--- src/rtl/traffic_pkg.sv ---
// Shared types, defaults and light decoding for the highway/farm-road intersection controller.
package traffic_pkg;

  typedef enum logic [1:0] {
    RED    = 2'b00,
    YELLOW = 2'b01,
    GREEN  = 2'b10
  } light_t;

  typedef enum logic [2:0] {
    INIT_AR = 3'd0,
    HG      = 3'd1,
    HY      = 3'd2,
    AR1     = 3'd3,
    FG      = 3'd4,
    FY      = 3'd5,
    AR2     = 3'd6
  } state_t;

  localparam int DEF_SYNC_STAGES  = 2;
  localparam int DEF_FARM_MAX_EXT = 2;
  // Extension counter width; FARM_MAX_EXT must not exceed 2**EXT_W - 1.
  localparam int EXT_W            = 4;

  typedef struct packed {
    state_t           state;
    logic             armed;
    logic             min_done;
    logic             ped_pending;
    logic [EXT_W-1:0] ext_cnt;
  } dbg_t;

  function automatic logic is_long_state(state_t s);
    return (s == HG) || (s == FG);
  endfunction

  function automatic light_t hwy_of(state_t s);
    case (s)
      HG:      return GREEN;
      HY:      return YELLOW;
      default: return RED;
    endcase
  endfunction

  function automatic light_t farm_of(state_t s);
    case (s)
      FG:      return GREEN;
      FY:      return YELLOW;
      default: return RED;
    endcase
  endfunction

endpackage

--- src/rtl/traffic_ctrl_fsm_if.sv ---
// Controller <-> phase-timer command/timeout interface.
interface traffic_ctrl_fsm_if;
  // start_long/start_short are single-cycle commands that arm the timer; long_to/short_to
  // may be pulses or sticky levels and are only honoured by the controller while armed.
  logic start_long;
  logic start_short;
  logic long_to;
  logic short_to;

  modport master (output start_long, output start_short, input long_to, input short_to);
  modport slave  (input start_long, input start_short, output long_to, output short_to);
endinterface

--- src/rtl/sync_edge.sv ---
// Multi-flop synchroniser for an asynchronous level, plus a rising-edge strobe on its output.
module sync_edge #(
  parameter int STAGES = 2
) (
  input  logic clk,
  input  logic rst,
  input  logic din,
  output logic dout,
  output logic rise
);

  logic [STAGES-1:0] sh;
  logic              prev;

  always_ff @(posedge clk) begin
    if (rst) begin
      sh   <= '0;
      prev <= 1'b0;
    end else begin
      sh   <= {sh[STAGES-2:0], din};
      prev <= sh[STAGES-1];
    end
  end

  assign dout = sh[STAGES-1];
  assign rise = sh[STAGES-1] & ~prev;

endmodule

--- src/rtl/traffic_ctrl_fsm.sv ---
// Intersection sequencer: drives both light heads and the walk lamp, and arms the phase timer
// on every state entry (and on each farm-green extension).
module traffic_ctrl_fsm
  import traffic_pkg::*;
#(
  parameter int SYNC_STAGES  = DEF_SYNC_STAGES,
  parameter int FARM_MAX_EXT = DEF_FARM_MAX_EXT
) (
  input  logic                      clk,
  input  logic                      rst,
  input  logic                      car_farm,
  input  logic                      ped_req,
  traffic_ctrl_fsm_if.master        tmr,
  output light_t                    hwy_light,
  output light_t                    farm_light,
  output logic                      ped_walk,
  output dbg_t                      dbg
);

  state_t           state, state_nxt;
  logic             armed, min_done, min_done_nxt;
  logic             ped_pending, ped_pending_nxt;
  logic [EXT_W-1:0] ext_cnt, ext_cnt_nxt;
  logic             car_s, car_rise, ped_s, ped_rise;
  logic             long_q, short_q, extend, entering, boot;
  logic             issue_long, issue_short;
  logic             unused_sync;

  sync_edge #(.STAGES(SYNC_STAGES)) u_car_sync (
    .clk (clk), .rst (rst), .din (car_farm), .dout (car_s), .rise (car_rise)
  );

  sync_edge #(.STAGES(SYNC_STAGES)) u_ped_sync (
    .clk (clk), .rst (rst), .din (ped_req), .dout (ped_s), .rise (ped_rise)
  );

  assign unused_sync = car_rise ^ ped_s;

  // Timeouts count only after the timer has been armed for at least one cycle.
  assign long_q  = armed & tmr.long_to;
  assign short_q = armed & tmr.short_to;

  always_comb begin
    state_nxt       = state;
    min_done_nxt    = min_done;
    ext_cnt_nxt     = ext_cnt;
    ped_pending_nxt = ped_pending | ped_rise;
    extend          = 1'b0;
    case (state)
      INIT_AR: if (short_q) state_nxt = HG;
      HG: begin
        if (long_q) min_done_nxt = 1'b1;
        if (min_done && (car_s || ped_pending)) state_nxt = HY;
      end
      HY:  if (short_q) state_nxt = AR1;
      AR1: if (short_q) state_nxt = FG;
      FG: begin
        if (long_q) begin
          if (car_s && (ext_cnt < EXT_W'(FARM_MAX_EXT))) begin
            ext_cnt_nxt = ext_cnt + EXT_W'(1);
            extend      = 1'b1;
          end else begin
            state_nxt = FY;
          end
        end
      end
      FY:  if (short_q) state_nxt = AR2;
      AR2: if (short_q) state_nxt = HG;
      default: state_nxt = INIT_AR;
    endcase

    entering = (state_nxt != state);
    if (state_nxt != HG) min_done_nxt = 1'b0;
    // Granting the walk wins over a press arriving in the same cycle.
    if (entering && (state_nxt == FG)) begin
      ext_cnt_nxt     = '0;
      ped_pending_nxt = 1'b0;
    end

    // Only right after reset are armed and both starts low together.
    boot        = ~armed & ~tmr.start_long & ~tmr.start_short;
    issue_long  = (entering && is_long_state(state_nxt)) || extend;
    issue_short = (entering && !is_long_state(state_nxt)) || boot;
  end

  always_ff @(posedge clk) begin
    if (rst) begin
      state           <= INIT_AR;
      hwy_light       <= RED;
      farm_light      <= RED;
      ped_walk        <= 1'b0;
      tmr.start_long  <= 1'b0;
      tmr.start_short <= 1'b0;
      armed           <= 1'b0;
      min_done        <= 1'b0;
      ped_pending     <= 1'b0;
      ext_cnt         <= '0;
    end else begin
      state           <= state_nxt;
      hwy_light       <= hwy_of(state_nxt);
      farm_light      <= farm_of(state_nxt);
      ped_walk        <= (state_nxt == FG);
      tmr.start_long  <= issue_long;
      tmr.start_short <= issue_short;
      armed           <= ~(issue_long | issue_short);
      min_done        <= min_done_nxt;
      ped_pending     <= ped_pending_nxt;
      ext_cnt         <= ext_cnt_nxt;
    end
  end

  assign dbg = '{state: state, armed: armed, min_done: min_done,
                 ped_pending: ped_pending, ext_cnt: ext_cnt};

endmodule

--- src/flat_wrapper.sv ---
// flat-port wrapper written by rule: the top's interface ports become plain ports
module traffic_ctrl_fsm_flat import traffic_pkg::*;
#(
  parameter int SYNC_STAGES  = DEF_SYNC_STAGES,
  parameter int FARM_MAX_EXT = DEF_FARM_MAX_EXT
)
  (clk, rst, car_farm, ped_req, hwy_light, farm_light, ped_walk, dbg, tmr_start_long, tmr_start_short, tmr_long_to, tmr_short_to);
  traffic_ctrl_fsm_if tmr_i ();
  input  logic clk;
  input  logic rst;
  input  logic car_farm;
  input  logic ped_req;
  output light_t hwy_light;
  output light_t farm_light;
  output logic ped_walk;
  output dbg_t dbg;
  output wire logic [$bits(tmr_i.start_long)-1:0] tmr_start_long;
  output wire logic [$bits(tmr_i.start_short)-1:0] tmr_start_short;
  input wire logic [$bits(tmr_i.long_to)-1:0] tmr_long_to;
  input wire logic [$bits(tmr_i.short_to)-1:0] tmr_short_to;
  assign tmr_start_long = tmr_i.start_long;
  assign tmr_start_short = tmr_i.start_short;
  assign tmr_i.long_to = tmr_long_to;
  assign tmr_i.short_to = tmr_short_to;
  traffic_ctrl_fsm #(.SYNC_STAGES(SYNC_STAGES), .FARM_MAX_EXT(FARM_MAX_EXT)) u_core (.clk(clk), .rst(rst), .car_farm(car_farm), .ped_req(ped_req), .tmr(tmr_i), .hwy_light(hwy_light), .farm_light(farm_light), .ped_walk(ped_walk), .dbg(dbg));
endmodule
--- config.mk ---
export PLATFORM = sky130hd
export DESIGN_NAME = traffic_ctrl_fsm_flat
export DESIGN_NICKNAME = d
export VERILOG_FILES = /design/src/rtl/traffic_pkg.sv /design/src/rtl/traffic_ctrl_fsm_if.sv /design/src/rtl/sync_edge.sv /design/src/rtl/traffic_ctrl_fsm.sv /design/src/flat_wrapper.sv
export SDC_FILE = /design/constraint.sdc
export NUM_CORES = 1
export LEC_CHECK = 0
export ABC_AREA = 1
export BUFFER_PORTS_ARGS = -buffer_cell sky130_fd_sc_hd__buf_2
export CELL_PAD_IN_SITES_DETAIL_PLACEMENT = 1
export CELL_PAD_IN_SITES_GLOBAL_PLACEMENT = 1
export CORE_MARGIN = 2
export CORE_UTILIZATION = 33
export CTS_CLUSTER_DIAMETER = 120
export DETAILED_ROUTE_END_ITERATION = 6
export GPL_ROUTABILITY_DRIVEN = 0
export PLACE_DENSITY = 0.8
export SETUP_SLACK_MARGIN = 0.15
export SYNTH_ARGS = -nofsm -noshare
export SYNTH_HDL_FRONTEND = slang
export SYNTH_HIERARCHICAL = 1
export SYNTH_SLANG_ARGS = --single-unit
--- constraint.sdc ---
create_clock -name clk -period 1.3 [get_ports clk]
set_clock_uncertainty 0.05 [all_clocks]
set_input_delay 0.26 -clock clk [delete_from_list [all_inputs] [get_ports clk]]
set_output_delay 0.26 -clock clk [all_outputs]
set_load 0.005 [all_outputs]
==> results.md <==
- Outcome: finished, violations left
- Failing checks: negative setup slack
- Die X: about 60 microns
- CP arrival: ~1800 ps
- Slowest CP cell: dfxtp_4
- Mapped Cells: 129
- DPL Wire Length: between 2000 and 2500 microns
- Critical path required time: 1500 ps
- Initial antenna violation count: 0
- Worst setup EP type: flop
- HP Class: primary input to flop
- Nets: slightly below 200
- Most frequent cells in the layout: 24 x buf_4, 19 x buf_6, 16 x nand2_1, 15 x buf_2, 14 x nor2_1
- Ant. Diodes: 0
- Syn Nets: approximately 140
- Routed Antenna Nets: 0
- Clock-pin slew on the worst setup and hold paths: about 140 ps
- Synth warn: 6
- Max-cap violations: 0
- CTS tree: done
- Wire per inst: about 17 microns
- Fmax: 617 MHz
- GR Util All Layers: 18.9%
- Initial DRT Pass Iterations: 4
- Die height: roughly 60 microns
- Fin crit period: roughly 1600 ps
- Routed WL: about 3800 microns
- CTS sink count: 21
- Post-CTS Hold Fix Bufs: 0
- CP max stage delay: roughly 430 ps
- Rel. slew slack: around 83%
- Cts bufs inserted: 3
- Worst-Margin Slew: around 250 ps
- Pwr Density: 1170 nW/um^2
- Leak Pwr: 0.814 nW
- RSZ-0062 raised after global routing: true
- # port buffers: 22
- Final hold slack: ~65 ps
- Worst Path Max Fanout: 7
- Pin count of the biggest net entering global routing: 14
- Core area: between 2000 and 3000 sq um
- DR vias: between 1,000 and 1,500
- Cell Rows: 19
- 1st-iter DRT viols: 18
- Total grt overflow: 0
- Startpoint class of the critical path: flop
- Clock Tree Buf Depth: 2
- Final setup fails: 16
- DR vias/cell: ~5.1
- Commonest non-fill, non-tap cell in the layout: buf_4
- Fin. Hold Viols: 0
- # IOs: 23
- Critical setup path kind: flop to flop
- Clock Latency Late Sink: 330 ps
- Max H-tree Level: 1
- # fillers: 330
- Worst Slack Setup Final: -321 ps
- Critical Path, Cell by Cell: inv_8, nor2_4, inv_2, nor2_2, nand2_2, nand3_4, inv_4, nand2_2, nand2_2, nand3_2, nand2_1, nor2_1
- Slew Viols, Final: 0
- R2r setup slk: -320 ps
- Mapped cell area: 977 sq um
- Starting Density: about a third
- Tcrit/Tclk final: 125%
- Final setup TNS: -2780 ps
- Clock root buffer: clkbuf_4
- Syn avg cell area: 7.58 sq um
- Ratio of cells with drive above 1 in the final layout: 66.7%
- Vias in the first global route: ~1,100
- First-pass GRT wire length: 4860 microns
- Worst-case vdd ir drop: around 0.93 mV
- Area growth, synth to finish: 72.6%
- CP most frequent cell: nand2_2
- Die area: between 3000 and 4000 sq um
- DRC viols: 0
state kept, by name, indices dropped and copies added, names as in the netlist:
name / count
u_core/u_car_sync/sh: 2
u_core/farm_light: 2
u_core/ext_cnt: 4
u_core/armed: 1
u_core/u_ped_sync/sh: 2
u_core/state: 3
u_core/u_ped_sync/prev: 1
u_core/hwy_light: 2
u_core/tmr.start_long: 1
u_core/ped_pending: 1
u_core/min_done: 1
u_core/tmr.start_short: 1
where the power goes:
group,internal (mW),total [mW],switching (mW)
sequential,0.710,0.798,0.0883
combinational,0.367,0.821,0.455
clock,0.120,0.351,0.230
final timing paths:
path | cells past startpoint | end | startpoint
worst min register to register | 2 | u_core/u_car_sync/sh[1] | u_core/u_car_sync/sh[0]
worst max register to register | 12 | u_core/armed | u_core/state[2]
worst max-delay path | 12 | u_core/armed | u_core/state[2]
worst min-delay path | 3 | u_core/u_ped_sync/sh[0] | ped_req
layout make-up:
cell class / instances / area (sq um) / share of cell area [%]
clock buffers: 3 / 22.5 / 1.34
clock inverters: 1 / 6.26 / 0.371
inverters: 17 / 86.3 / 5.12
multi-input cells: 86 / 616 / 36.5
flip-flops and latches: 21 / 448 / 26.6
well taps: 31 / 38.8 / 2.30
repair buffers: 58 / 469 / 27.8
worst max-delay path, delay by kind of cell (launching register included):
kind                   cells  cell delay [ps]
buffers and inverters      3              180
and+or+nand+nor            9              870
DFF                        1              430
per-stage QoR:
step                      setup WS (ps)  utilization (%)  instances  total power, mW  instance area [sq um]
final                              -321             60.6        217             1.97                   1690
after global routing               -379             60.6        217             2.05                   1690
after CTS                          -179             51.4        204             1.75                   1430
after detailed placement           -226             45.0        195             1.29                   1250
after global placement             -165             45.0        195             1.26                   1250
after floorplan                   -35.9                -        129             1.09                   1010
routing by layer:
layer / GRT usage (%) / part of all wire (%)
met1: 23.3 / 41
met5: 0 / 0
met2: 32.1 / 50
met4: 7.31 / 4.6
met3: 3.96 / 4.4
what timing repair did:
action,in CTS,in global routing
pin swaps,12,19
setup endpoints to repair,24,25
endpoints found under the hold margin,0,0
gates resized for setup,34,43
cloned,0,0
setup buffers,5,13
No activity file was read; power rests on OpenSTA's default activity.
